`src/rtl/l2_mem_arbiter.sv`:
```
// l2_mem_arbiter: merges NUM_PORTS L2 memory-side TileLink-UL A-channels into
// one registered A-channel using round-robin arbitration. Memory responds in
// order, so a grant-order FIFO steers each D beat back to the L2 that issued it.
//
// Ports:
//   clk, rstn                 clock, asynchronous active-low reset
//   in_a_*                    per-L2 A channels, port i fields at [i*W +: W]
//   out_a_*                   registered merged A channel to memory
//   mem_d_*                   D channel from memory
//   out_d_*                   per-L2 D channels (payload broadcast to all slices)
//   resp_orphan               sticky flag: D beat seen while no request was in flight
//   perf_grant_cnt            per-port saturating grant counters, 32 bits each
//
// Optional feature: define L2MEM_ARB_PERF_EN to build the grant counters;
// otherwise perf_grant_cnt is tied to zero.
module l2_mem_arbiter #(
    parameter int unsigned NUM_PORTS    = 2,
    parameter int unsigned OP_BITS      = 3,
    parameter int unsigned SIZE_BITS    = 3,
    parameter int unsigned SOURCE_BITS  = 8,
    parameter int unsigned ADDRESS_BITS = 32,
    parameter int unsigned DATA_BITS    = 64,
    parameter int unsigned MASK_BITS    = 8,
    parameter int unsigned OUTSTANDING  = 8
) (
    input  logic                              clk,
    input  logic                              rstn,
    input  logic [NUM_PORTS-1:0]              in_a_valid,
    output logic [NUM_PORTS-1:0]              in_a_ready,
    input  logic [NUM_PORTS*OP_BITS-1:0]      in_a_opcode,
    input  logic [NUM_PORTS*SIZE_BITS-1:0]    in_a_size,
    input  logic [NUM_PORTS*SOURCE_BITS-1:0]  in_a_source,
    input  logic [NUM_PORTS*ADDRESS_BITS-1:0] in_a_address,
    input  logic [NUM_PORTS*MASK_BITS-1:0]    in_a_mask,
    input  logic [NUM_PORTS*DATA_BITS-1:0]    in_a_data,
    input  logic [NUM_PORTS*3-1:0]            in_a_param,
    output logic                              out_a_valid,
    input  logic                              out_a_ready,
    output logic [OP_BITS-1:0]                out_a_opcode,
    output logic [SIZE_BITS-1:0]              out_a_size,
    output logic [SOURCE_BITS-1:0]            out_a_source,
    output logic [ADDRESS_BITS-1:0]           out_a_address,
    output logic [MASK_BITS-1:0]              out_a_mask,
    output logic [DATA_BITS-1:0]              out_a_data,
    output logic [2:0]                        out_a_param,
    input  logic                              mem_d_valid,
    output logic                              mem_d_ready,
    input  logic [OP_BITS-1:0]                mem_d_opcode,
    input  logic [SIZE_BITS-1:0]              mem_d_size,
    input  logic [SOURCE_BITS-1:0]            mem_d_source,
    input  logic [DATA_BITS-1:0]              mem_d_data,
    input  logic [2:0]                        mem_d_param,
    output logic [NUM_PORTS-1:0]              out_d_valid,
    input  logic [NUM_PORTS-1:0]              out_d_ready,
    output logic [NUM_PORTS*OP_BITS-1:0]      out_d_opcode,
    output logic [NUM_PORTS*SIZE_BITS-1:0]    out_d_size,
    output logic [NUM_PORTS*SOURCE_BITS-1:0]  out_d_source,
    output logic [NUM_PORTS*DATA_BITS-1:0]    out_d_data,
    output logic [NUM_PORTS*3-1:0]            out_d_param,
    output logic                              resp_orphan,
    output logic [NUM_PORTS*32-1:0]           perf_grant_cnt
);

    localparam int unsigned PTR_W  = (NUM_PORTS > 1) ? $clog2(NUM_PORTS) : 1;
    localparam int unsigned FA_W   = (OUTSTANDING > 1) ? $clog2(OUTSTANDING) : 1;
    localparam int unsigned CNT_W  = FA_W + 1;
    localparam int unsigned PARM_W = 3;

    // A slot registers
    logic                    a_valid_q;
    logic [OP_BITS-1:0]      a_opcode_q;
    logic [SIZE_BITS-1:0]    a_size_q;
    logic [SOURCE_BITS-1:0]  a_source_q;
    logic [ADDRESS_BITS-1:0] a_address_q;
    logic [MASK_BITS-1:0]    a_mask_q;
    logic [DATA_BITS-1:0]    a_data_q;
    logic [PARM_W-1:0]       a_param_q;

    // Arbitration and order FIFO state
    logic [PTR_W-1:0] ptr_q, ptr_d;
    logic [PTR_W-1:0] fifo_q [OUTSTANDING];
    logic [FA_W-1:0]  wr_q, rd_q;
    logic [CNT_W-1:0] cnt_q, cnt_d;
    logic             orphan_q;

    logic             slot_free, fifo_full, fifo_empty;
    logic             gnt_valid, push, pop;
    logic [PTR_W-1:0] gnt_idx, cand, head;

    logic [OP_BITS-1:0]      sel_opcode;
    logic [SIZE_BITS-1:0]    sel_size;
    logic [SOURCE_BITS-1:0]  sel_source;
    logic [ADDRESS_BITS-1:0] sel_address;
    logic [MASK_BITS-1:0]    sel_mask;
    logic [DATA_BITS-1:0]    sel_data;
    logic [PARM_W-1:0]       sel_param;

    assign slot_free  = ~a_valid_q | out_a_ready;
    assign fifo_full  = (cnt_q == CNT_W'(OUTSTANDING));
    assign fifo_empty = (cnt_q == '0);
    assign head       = fifo_q[rd_q];

    // Round-robin pick: first valid port after the last granted one.
    // A full FIFO blocks grants even if a pop lands in the same cycle.
    always_comb begin
        gnt_valid = 1'b0;
        gnt_idx   = '0;
        cand      = '0;
        if (slot_free && !fifo_full) begin
            for (int k = 1; k <= int'(NUM_PORTS); k++) begin
                cand = PTR_W'((32'(ptr_q) + 32'(k)) % NUM_PORTS);
                if (!gnt_valid && in_a_valid[cand]) begin
                    gnt_valid = 1'b1;
                    gnt_idx   = cand;
                end
            end
        end
    end

    // One-hot ready towards the granted L2
    always_comb begin
        in_a_ready = '0;
        for (int i = 0; i < int'(NUM_PORTS); i++) begin
            in_a_ready[i] = gnt_valid && (gnt_idx == PTR_W'(i));
        end
    end

    // Payload mux of the granted port
    always_comb begin
        sel_opcode  = '0;
        sel_size    = '0;
        sel_source  = '0;
        sel_address = '0;
        sel_mask    = '0;
        sel_data    = '0;
        sel_param   = '0;
        for (int i = 0; i < int'(NUM_PORTS); i++) begin
            if (gnt_idx == PTR_W'(i)) begin
                sel_opcode  = in_a_opcode[i*OP_BITS +: OP_BITS];
                sel_size    = in_a_size[i*SIZE_BITS +: SIZE_BITS];
                sel_source  = in_a_source[i*SOURCE_BITS +: SOURCE_BITS];
                sel_address = in_a_address[i*ADDRESS_BITS +: ADDRESS_BITS];
                sel_mask    = in_a_mask[i*MASK_BITS +: MASK_BITS];
                sel_data    = in_a_data[i*DATA_BITS +: DATA_BITS];
                sel_param   = in_a_param[i*PARM_W +: PARM_W];
            end
        end
    end

    // D steering: only the L2 at the FIFO head sees the beat
    always_comb begin
        out_d_valid = '0;
        for (int i = 0; i < int'(NUM_PORTS); i++) begin
            out_d_valid[i] = mem_d_valid && !fifo_empty && (head == PTR_W'(i));
        end
    end

    assign mem_d_ready = !fifo_empty && out_d_ready[head];
    assign push        = gnt_valid;
    assign pop         = mem_d_valid && mem_d_ready;

    always_comb begin
        ptr_d = gnt_valid ? gnt_idx : ptr_q;
        cnt_d = cnt_q;
        if (push && !pop) begin
            cnt_d = cnt_q + CNT_W'(1);
        end else if (!push && pop) begin
            cnt_d = cnt_q - CNT_W'(1);
        end
    end

    // A slot: loads whenever it is free, holds while stalled
    always_ff @(posedge clk or negedge rstn) begin
        if (!rstn) begin
            a_valid_q   <= 1'b0;
            a_opcode_q  <= '0;
            a_size_q    <= '0;
            a_source_q  <= '0;
            a_address_q <= '0;
            a_mask_q    <= '0;
            a_data_q    <= '0;
            a_param_q   <= '0;
        end else if (slot_free) begin
            a_valid_q <= gnt_valid;
            if (gnt_valid) begin
                a_opcode_q  <= sel_opcode;
                a_size_q    <= sel_size;
                a_source_q  <= sel_source;
                a_address_q <= sel_address;
                a_mask_q    <= sel_mask;
                a_data_q    <= sel_data;
                a_param_q   <= sel_param;
            end
        end
    end

    // Pointers, occupancy, round-robin pointer and orphan flag
    always_ff @(posedge clk or negedge rstn) begin
        if (!rstn) begin
            ptr_q    <= PTR_W'(NUM_PORTS - 1);
            wr_q     <= '0;
            rd_q     <= '0;
            cnt_q    <= '0;
            orphan_q <= 1'b0;
        end else begin
            ptr_q <= ptr_d;
            cnt_q <= cnt_d;
            if (push) begin
                wr_q <= wr_q + FA_W'(1);
            end
            if (pop) begin
                rd_q <= rd_q + FA_W'(1);
            end
            if (mem_d_valid && fifo_empty) begin
                orphan_q <= 1'b1;
            end
        end
    end

    // Order FIFO storage; entries are only read while occupied
    always_ff @(posedge clk) begin
        if (push) begin
            fifo_q[wr_q] <= gnt_idx;
        end
    end

    assign out_a_valid   = a_valid_q;
    assign out_a_opcode  = a_opcode_q;
    assign out_a_size    = a_size_q;
    assign out_a_source  = a_source_q;
    assign out_a_address = a_address_q;
    assign out_a_mask    = a_mask_q;
    assign out_a_data    = a_data_q;
    assign out_a_param   = a_param_q;
    assign resp_orphan   = orphan_q;

    assign out_d_opcode = {NUM_PORTS{mem_d_opcode}};
    assign out_d_size   = {NUM_PORTS{mem_d_size}};
    assign out_d_source = {NUM_PORTS{mem_d_source}};
    assign out_d_data   = {NUM_PORTS{mem_d_data}};
    assign out_d_param  = {NUM_PORTS{mem_d_param}};

`ifdef L2MEM_ARB_PERF_EN
    logic [31:0] perf_q [NUM_PORTS];

    // Saturating per-port grant counters
    always_ff @(posedge clk or negedge rstn) begin
        if (!rstn) begin
            for (int i = 0; i < int'(NUM_PORTS); i++) begin
                perf_q[i] <= '0;
            end
        end else begin
            for (int i = 0; i < int'(NUM_PORTS); i++) begin
                if (gnt_valid && (gnt_idx == PTR_W'(i)) && (perf_q[i] != 32'hFFFF_FFFF)) begin
                    perf_q[i] <= perf_q[i] + 32'd1;
                end
            end
        end
    end

    always_comb begin
        perf_grant_cnt = '0;
        for (int i = 0; i < int'(NUM_PORTS); i++) begin
            perf_grant_cnt[i*32 +: 32] = perf_q[i];
        end
    end
`else
    assign perf_grant_cnt = '0;
`endif

endmodule

```
`config.mk`:
```
export PLATFORM = sky130hd
export DESIGN_NAME = l2_mem_arbiter
export DESIGN_NICKNAME = d
export VERILOG_FILES = /design/src/rtl/l2_mem_arbiter.sv
export SDC_FILE = /design/constraint.sdc
export NUM_CORES = 1
export LEC_CHECK = 0
export ABC_AREA = 0
export BUFFER_PORTS_ARGS = -buffer_cell sky130_fd_sc_hd__buf_2
export CAP_MARGIN = 20
export CORE_AREA = 4 4 265 267
export CTS_BUF_LIST = sky130_fd_sc_hd__clkbuf_2 sky130_fd_sc_hd__clkbuf_4 sky130_fd_sc_hd__clkbuf_8
export CTS_CLUSTER_DIAMETER = 200
export DETAILED_ROUTE_END_ITERATION = 12
export DIE_AREA = 0 0 269 271
export SETUP_SLACK_MARGIN = 0.02
export SYNTH_ARGS = -nofsm -noshare
export SYNTH_HDL_FRONTEND = slang
export SYNTH_SLANG_ARGS = --single-unit
export TNS_END_PERCENT = 5
```
`constraint.sdc`:
```
create_clock -name clk -period 6.9 [get_ports clk]
set_clock_uncertainty 0.1 [all_clocks]
set_input_delay 1.035 -clock clk [delete_from_list [all_inputs] [get_ports clk]]
set_output_delay 1.035 -clock clk [all_outputs]
set_load 0.02 [all_outputs]
```
# ---- Word-level counts from Yosys, hierarchy flattened
# Memory sizes are Yosys's and may differ from the RTL's.
# Cells that the tools add are included.
dict set report word_totals {
  ram_bits 8
  register_bits 134
  input_bits 331
  n_memories 1
}
dict set report classes {
  order_cmp 3
  mux 24
  n_eq_ne 1
  reduce_logical 20
  bitwise 4
  n_addsub 6
}
# name words word_bits read_ports rd_ports_with_merged_regs write_ports line
set memory_table {}
lappend memory_table {fifo_q 8 1 1 0 1 81} ;# logic [PTR_W-1:0] fifo_q [OUTSTANDING];
# cell count
set op_table {}
lappend op_table {{64-bit 2-to-1 mux} 1}
lappend op_table {{32-bit 2-to-1 mux} 1}
lappend op_table {{8-bit 2-to-1 mux} 2}
lappend op_table {{1-bit 2-to-1 mux} 15}
lappend op_table {{1-bit logical AND} 12}
lappend op_table {{3-bit 2-to-1 mux} 3}
lappend op_table {{4-bit 2-to-1 mux} 2}
lappend op_table {{3-bit by 1-bit adder with 3-bit output (second input constant)} 2}
lappend op_table {{1-bit by 2-bit less-than comparator with 1-bit output (second input constant)} 3}
lappend op_table {{1-bit logical NOT} 5}
lappend op_table {{4-bit by 1-bit adder with 4-bit output (second input constant)} 1}
lappend op_table {{4-bit == test (second input constant)} 1}
lappend op_table {{4-bit logical NOT} 1}
lappend op_table {{4-bit by 1-bit subtractor with 4-bit output (second input constant)} 1}
lappend op_table {{1-bit NOT} 3}
lappend op_table {{1-bit adder (second input constant)} 2}
lappend op_table {{2-bit AND reduction} 1}
lappend op_table {{2-bit nonzero test} 1}
lappend op_table {{1-bit bitwise OR} 1}

# ---- Longest topological paths before layout
dict set report logic_depth {
  depth_word 13
  ltp_mapped 13
  depth_no_buf 12
}

# ---- Worst setup path before layout
# No wires, ideal clock.
dict set report synth_path {
  path_kind {in2reg}
  startpoint {input port out_a_ready}
  endpoint {register cnt_q[3]}
  arrival_ns 2.947
  setup_ns 0.125
  stages 13
  slack_ns 3.728
  cell_sequence {nor2b_1 a21oi_1 o21ai_1 clkbuf_1 inv_1 ha_1 inv_1 ha_1 a21o_1 a21oi_1 xnor2_1 nor2_1 xor2_1}
}
dict set report synth_via {
  elab_chain_cells 6
  elab_cells_between_ends 8
}
# item line
set synth_lines {}
lappend synth_lines {{start, declared} 38} ;# input logic out_a_ready,
lappend synth_lines {{1-bit bitwise OR (*)} 98} ;# assign slot_free = ~a_valid_q | out_a_ready;
lappend synth_lines {{1-bit logical AND (*)} 109} ;# if (slot_free && !fifo_full) begin
lappend synth_lines {{1-bit 2-to-1 mux (*)} 109}
lappend synth_lines {{via gnt_valid} 87} ;# logic gnt_valid, push, pop;
lappend synth_lines {{1-bit logical NOT} 167} ;# end else if (!push && pop) begin
lappend synth_lines {{1-bit logical AND} 167}
lappend synth_lines {{2-bit nonzero test (no line)} --}
lappend synth_lines {{end signal, assigned} 207} ;# cnt_q <= cnt_d;
lappend synth_lines {{end, declared} 83} ;# logic [CNT_W-1:0] cnt_q, cnt_d;
# Mark *: on every way through the listed nets, which the timed path passes. The rest lies on a longest branch.
# A chain may end at the register's enable or synchronous reset.

# ---- Final worst setup path
dict set report layout_path {
  startpoint {input port out_a_ready}
  endpoint {output port in_a_ready[0]}
}
dict set report layout_via {
  elab_chain_cells 5
  elab_cells_between_ends 6
}
# item line
set layout_lines {}
lappend layout_lines {{1-bit bitwise OR (*)} 98}
lappend layout_lines {{1-bit logical AND (*)} 109}
lappend layout_lines {{1-bit 2-to-1 mux} 109}
lappend layout_lines {{1-bit NOT} --}
lappend layout_lines {{1-bit logical AND (*)} 124} ;# in_a_ready[i] = gnt_valid && (gnt_idx == PTR_W'(i));
lappend layout_lines {{end, declared} 29} ;# output logic [NUM_PORTS-1:0] in_a_ready,
# Every way passes the cells marked *; elsewhere a longest branch is shown, timed or not.

==> flow_summary_export.csv <==
group,metric,value,unit
clocking,cts_tree,"built",
final_layout,synthToLayoutAreaGrowth,24.0,%
final_layout,multi_input_area,0.00196,mm²
place,place.gp.congestion,0.756,
outcome,status,"finished clean",
timing,finalCriticalPeriod,3740,ps
timing,post-route-period-util,0.542,
logic_synthesis,ys_top_cells_by_area,"dfrtp_1 (44%), buf_4 (22%), a222oi_1 (16%)",
logic_synthesis,synth_cell_type_count,32,
critical_path,crit_type,"primary input to output port",
final_layout,nFillCells,7711,
place,port_buffers,377,
floorplan,io_pins,685,
power,p_leak,4.96,nW
logic_synthesis,yosysWarningCount,0,
floorplan,core,0.0681,mm²
global_route,grt_max_degree,131,
hold_path,hp-start,"resp_orphan$_DFFE_PN0P_",
logic_synthesis,synth_area_leader_cell,"dfrtp_1",
critical_path,crit_arrival,2600,ps
timing,slew_violations,0,
global_route,grt_pass1_wl,42900,µm
critical_path,end_kind,"output port",
logic_synthesis,synthTopCellsByCount,"buf_4 (226), dfrtp_1 (133), inv_1 (126), a222oi_1 (121), clkbuf_1 (27)",
clocking,clkSlewWorstSetupHoldPaths,100,ps
drt,via_per_inst,3.39,
floorplan,die_h,271,µm
clocking,clock_path_buffers,2,
timing,fmax,268,MHz
global_route,antenna_found_initial,11,
drt,detail-route-antenna-nets,0,
logic_synthesis,netlist_area,0.00764,mm²
critical_path,startpoint,"out_a_ready",
drt,vias,6142,
logic_synthesis,syn_inst,721,
timing,finalSetupViolations,0,
global_route,grt_usage,0.0843,
timing,hold_viol,0,
logic_synthesis,synth_seq_area_share,0.471,
power,powerDensity,441,mW/mm²
floorplan,die-area,0.0729,mm²
timing,finalSetupTns,0,ps
timing,hold_slack,375,ps
clocking,cts_setup_buffers,0,
clocking,cts_made_buffers,17,
global_route,grt_pass1_vias,6134,
logic_synthesis,ys_async_sr_fraction,0.944,
drt,first_pass_iters,12,
final_layout,layout-drive-gt1-share,0.454,
timing,tightest_slew,853,ps
logic_synthesis,syn_avg_cell_area,10.6,µm²
critical_path,cp_max_fo,47,
logic_synthesis,yosysMostFrequentCell,"buf_4",
place,dp_hpwl,24500,µm
timing,relSlewSlack,0.432,
clocking,cts.sinks,142,
logic_synthesis,ys.flop_type,"dfrtp_1",
logic_synthesis,synth-seq-cells,142,
floorplan,row_count,96,
drt,drc,0,
logic_synthesis,synth_edf_count,8,
job,maxCapViolCount,0,
timing,rsz0062_at_grt,"no",
drt,drtIter0Drc,580,
clocking,cts-root-buf,"clkbuf_8",
critical_path,critPathRequiredTime,5760,ps
clocking,clk_latency,520,ps
logic_synthesis,synth_top_area_share,0.436,
drt,wl_per_cell,17.7,µm
hold_path,hold_class,"flip-flop to flip-flop",
clocking,cts_hold_buffers,0,
clocking,h-tree-depth,4,
floorplan,start_util,0.112,
drt,wl,32100,µm
floorplan,die_w,269,µm
power,ir_drop,0.321,mV
global_route,grt_overflow,0,
final_layout,register_area,0.00359,mm²
critical_path,cp-start-kind,"primary input",
clocking,cts_resized,0,
critical_path,timing.rr.start,"rd_q[0]$_DFFE_PN0P_",
final_layout,final_nets,1252,
-- registers in the layout, summed over array words and instances (netlist names) --
name	cells
fifo_q	8
out_a_valid	1
rd_q	3
out_a_param	3
wr_q	3
out_a_size	3
resp_orphan	1
out_a_address	32
out_a_data	64
out_a_source	8
ptr_q	1
cnt_q	4
out_a_opcode	3
out_a_mask	8
-- critical path, cell delays in order --
cell     delay, ps
buf_2           90
nor2b_1         50
a21oi_1        340
and3_4         670
buf_2          290
-- worst paths after layout --
check | endpoint | slack [ps] | depth (start not counted)
max | in_a_ready[0] | 3160 | 5
min | resp_orphan$_DFFE_PN0P_ | 380 | 1
max reg2reg | cnt_q[3]$_DFFE_PN0P_ | 3710 | 12
min reg2reg | resp_orphan$_DFFE_PN0P_ | 380 | 1
max in group asynchronous | out_a_source[7]$_DFFE_PN0P_ | 4920 | 2
min in group asynchronous | out_a_address[21]$_DFFE_PN0P_ | 430 | 1
-- area by class of cell --
| cell class | instances | area share |
|---|---|---|
| diodes | 2 | 0.000528 |
| clock buffers | 17 | 0.0247 |
| clock inverters | 15 | 0.0178 |
| inverters | 126 | 0.0499 |
| multi-input cells | 247 | 0.207 |
| flip-flops and latches | 142 | 0.379 |
| well taps | 882 | 0.116 |
| repair buffers | 381 | 0.204 |
-- cell families (layout without fill, tap and decap cells) --
logic type	after synthesis	in the layout	share of synthesized area
other	1	66	0.000491
AOI/OAI and AO/OA	130	130	0.166
muxes	7	7	0.0156
buffers and inverters	395	539	0.306
and+or+nand+nor	32	32	0.0211
adders and majority gates	6	6	0.0108
DFF	142	142	0.471
xor gates and xnor gates	8	8	0.00917
-- metal layers --
| metal | vias to the layer above | routed length (µm) | track usage |
|---|---|---|---|
| met4 | 8 | 1920 | 0.0527 |
| li1 | 2668 | - | - |
| met3 | 136 | 4640 | 0.0484 |
| met1 | 2820 | 10400 | 0.0824 |
| met2 | 510 | 15100 | 0.137 |
| met5 | - | 51 | 0 |
-- power breakdown --
part | internal [mW] | leakage [nW] | switching (mW) | total (mW)
sequential | 1.22 | 1.71 | 0.263 | 1.49
clock | 0.306 | 0.208 | 0.446 | 0.752
combinational | 0.678 | 3.05 | 1.27 | 1.94
total | 2.21 | 4.96 | 1.98 | 4.18
-- per-stage QoR --
step                setup slack (ps)  power [mW]  cells  utilization  cell area [µm²]
floorplan                       3730        2.80    784            -             7880
global placement                3190        3.46   1778        0.133             9070
detailed placement              3180        3.48   1778        0.133             9070
CTS                             3130        4.30   1810        0.139             9470
global route                    2930        4.51   1811        0.139             9470
finish                          3160        4.18   1812        0.139             9480
-- cell usage in the layout, fill, tap and decap left out, types with 2 or more instances in the layout --
master / Yosys / layout
buf_2: 8 / 376
dfrtp_1: 133 / 133
inv_1: 126 / 126
a222oi_1: 121 / 121
conb_1: 1 / 64
clkbuf_8: 0 / 17
nand2_1: 11 / 11
edfxtp_1: 8 / 8
nor2_1: 6 / 6
xnor2_1: 6 / 6
ha_1: 5 / 5
inv_6: 0 / 5
inv_8: 0 / 5
nor3_1: 3 / 3
a21oi_1: 3 / 3
mux2_4: 3 / 3
a21o_1: 3 / 3
buf_4: 226 / 3
diode_2: 0 / 2
and3_4: 0 / 2
nor3b_1: 2 / 2
nor4b_1: 2 / 2
nor4_1: 2 / 2
mux4_1: 2 / 2
nand2b_1: 2 / 2
xor2_1: 2 / 2
clkinv_4: 0 / 2
(Power assumes the default switching activity.)
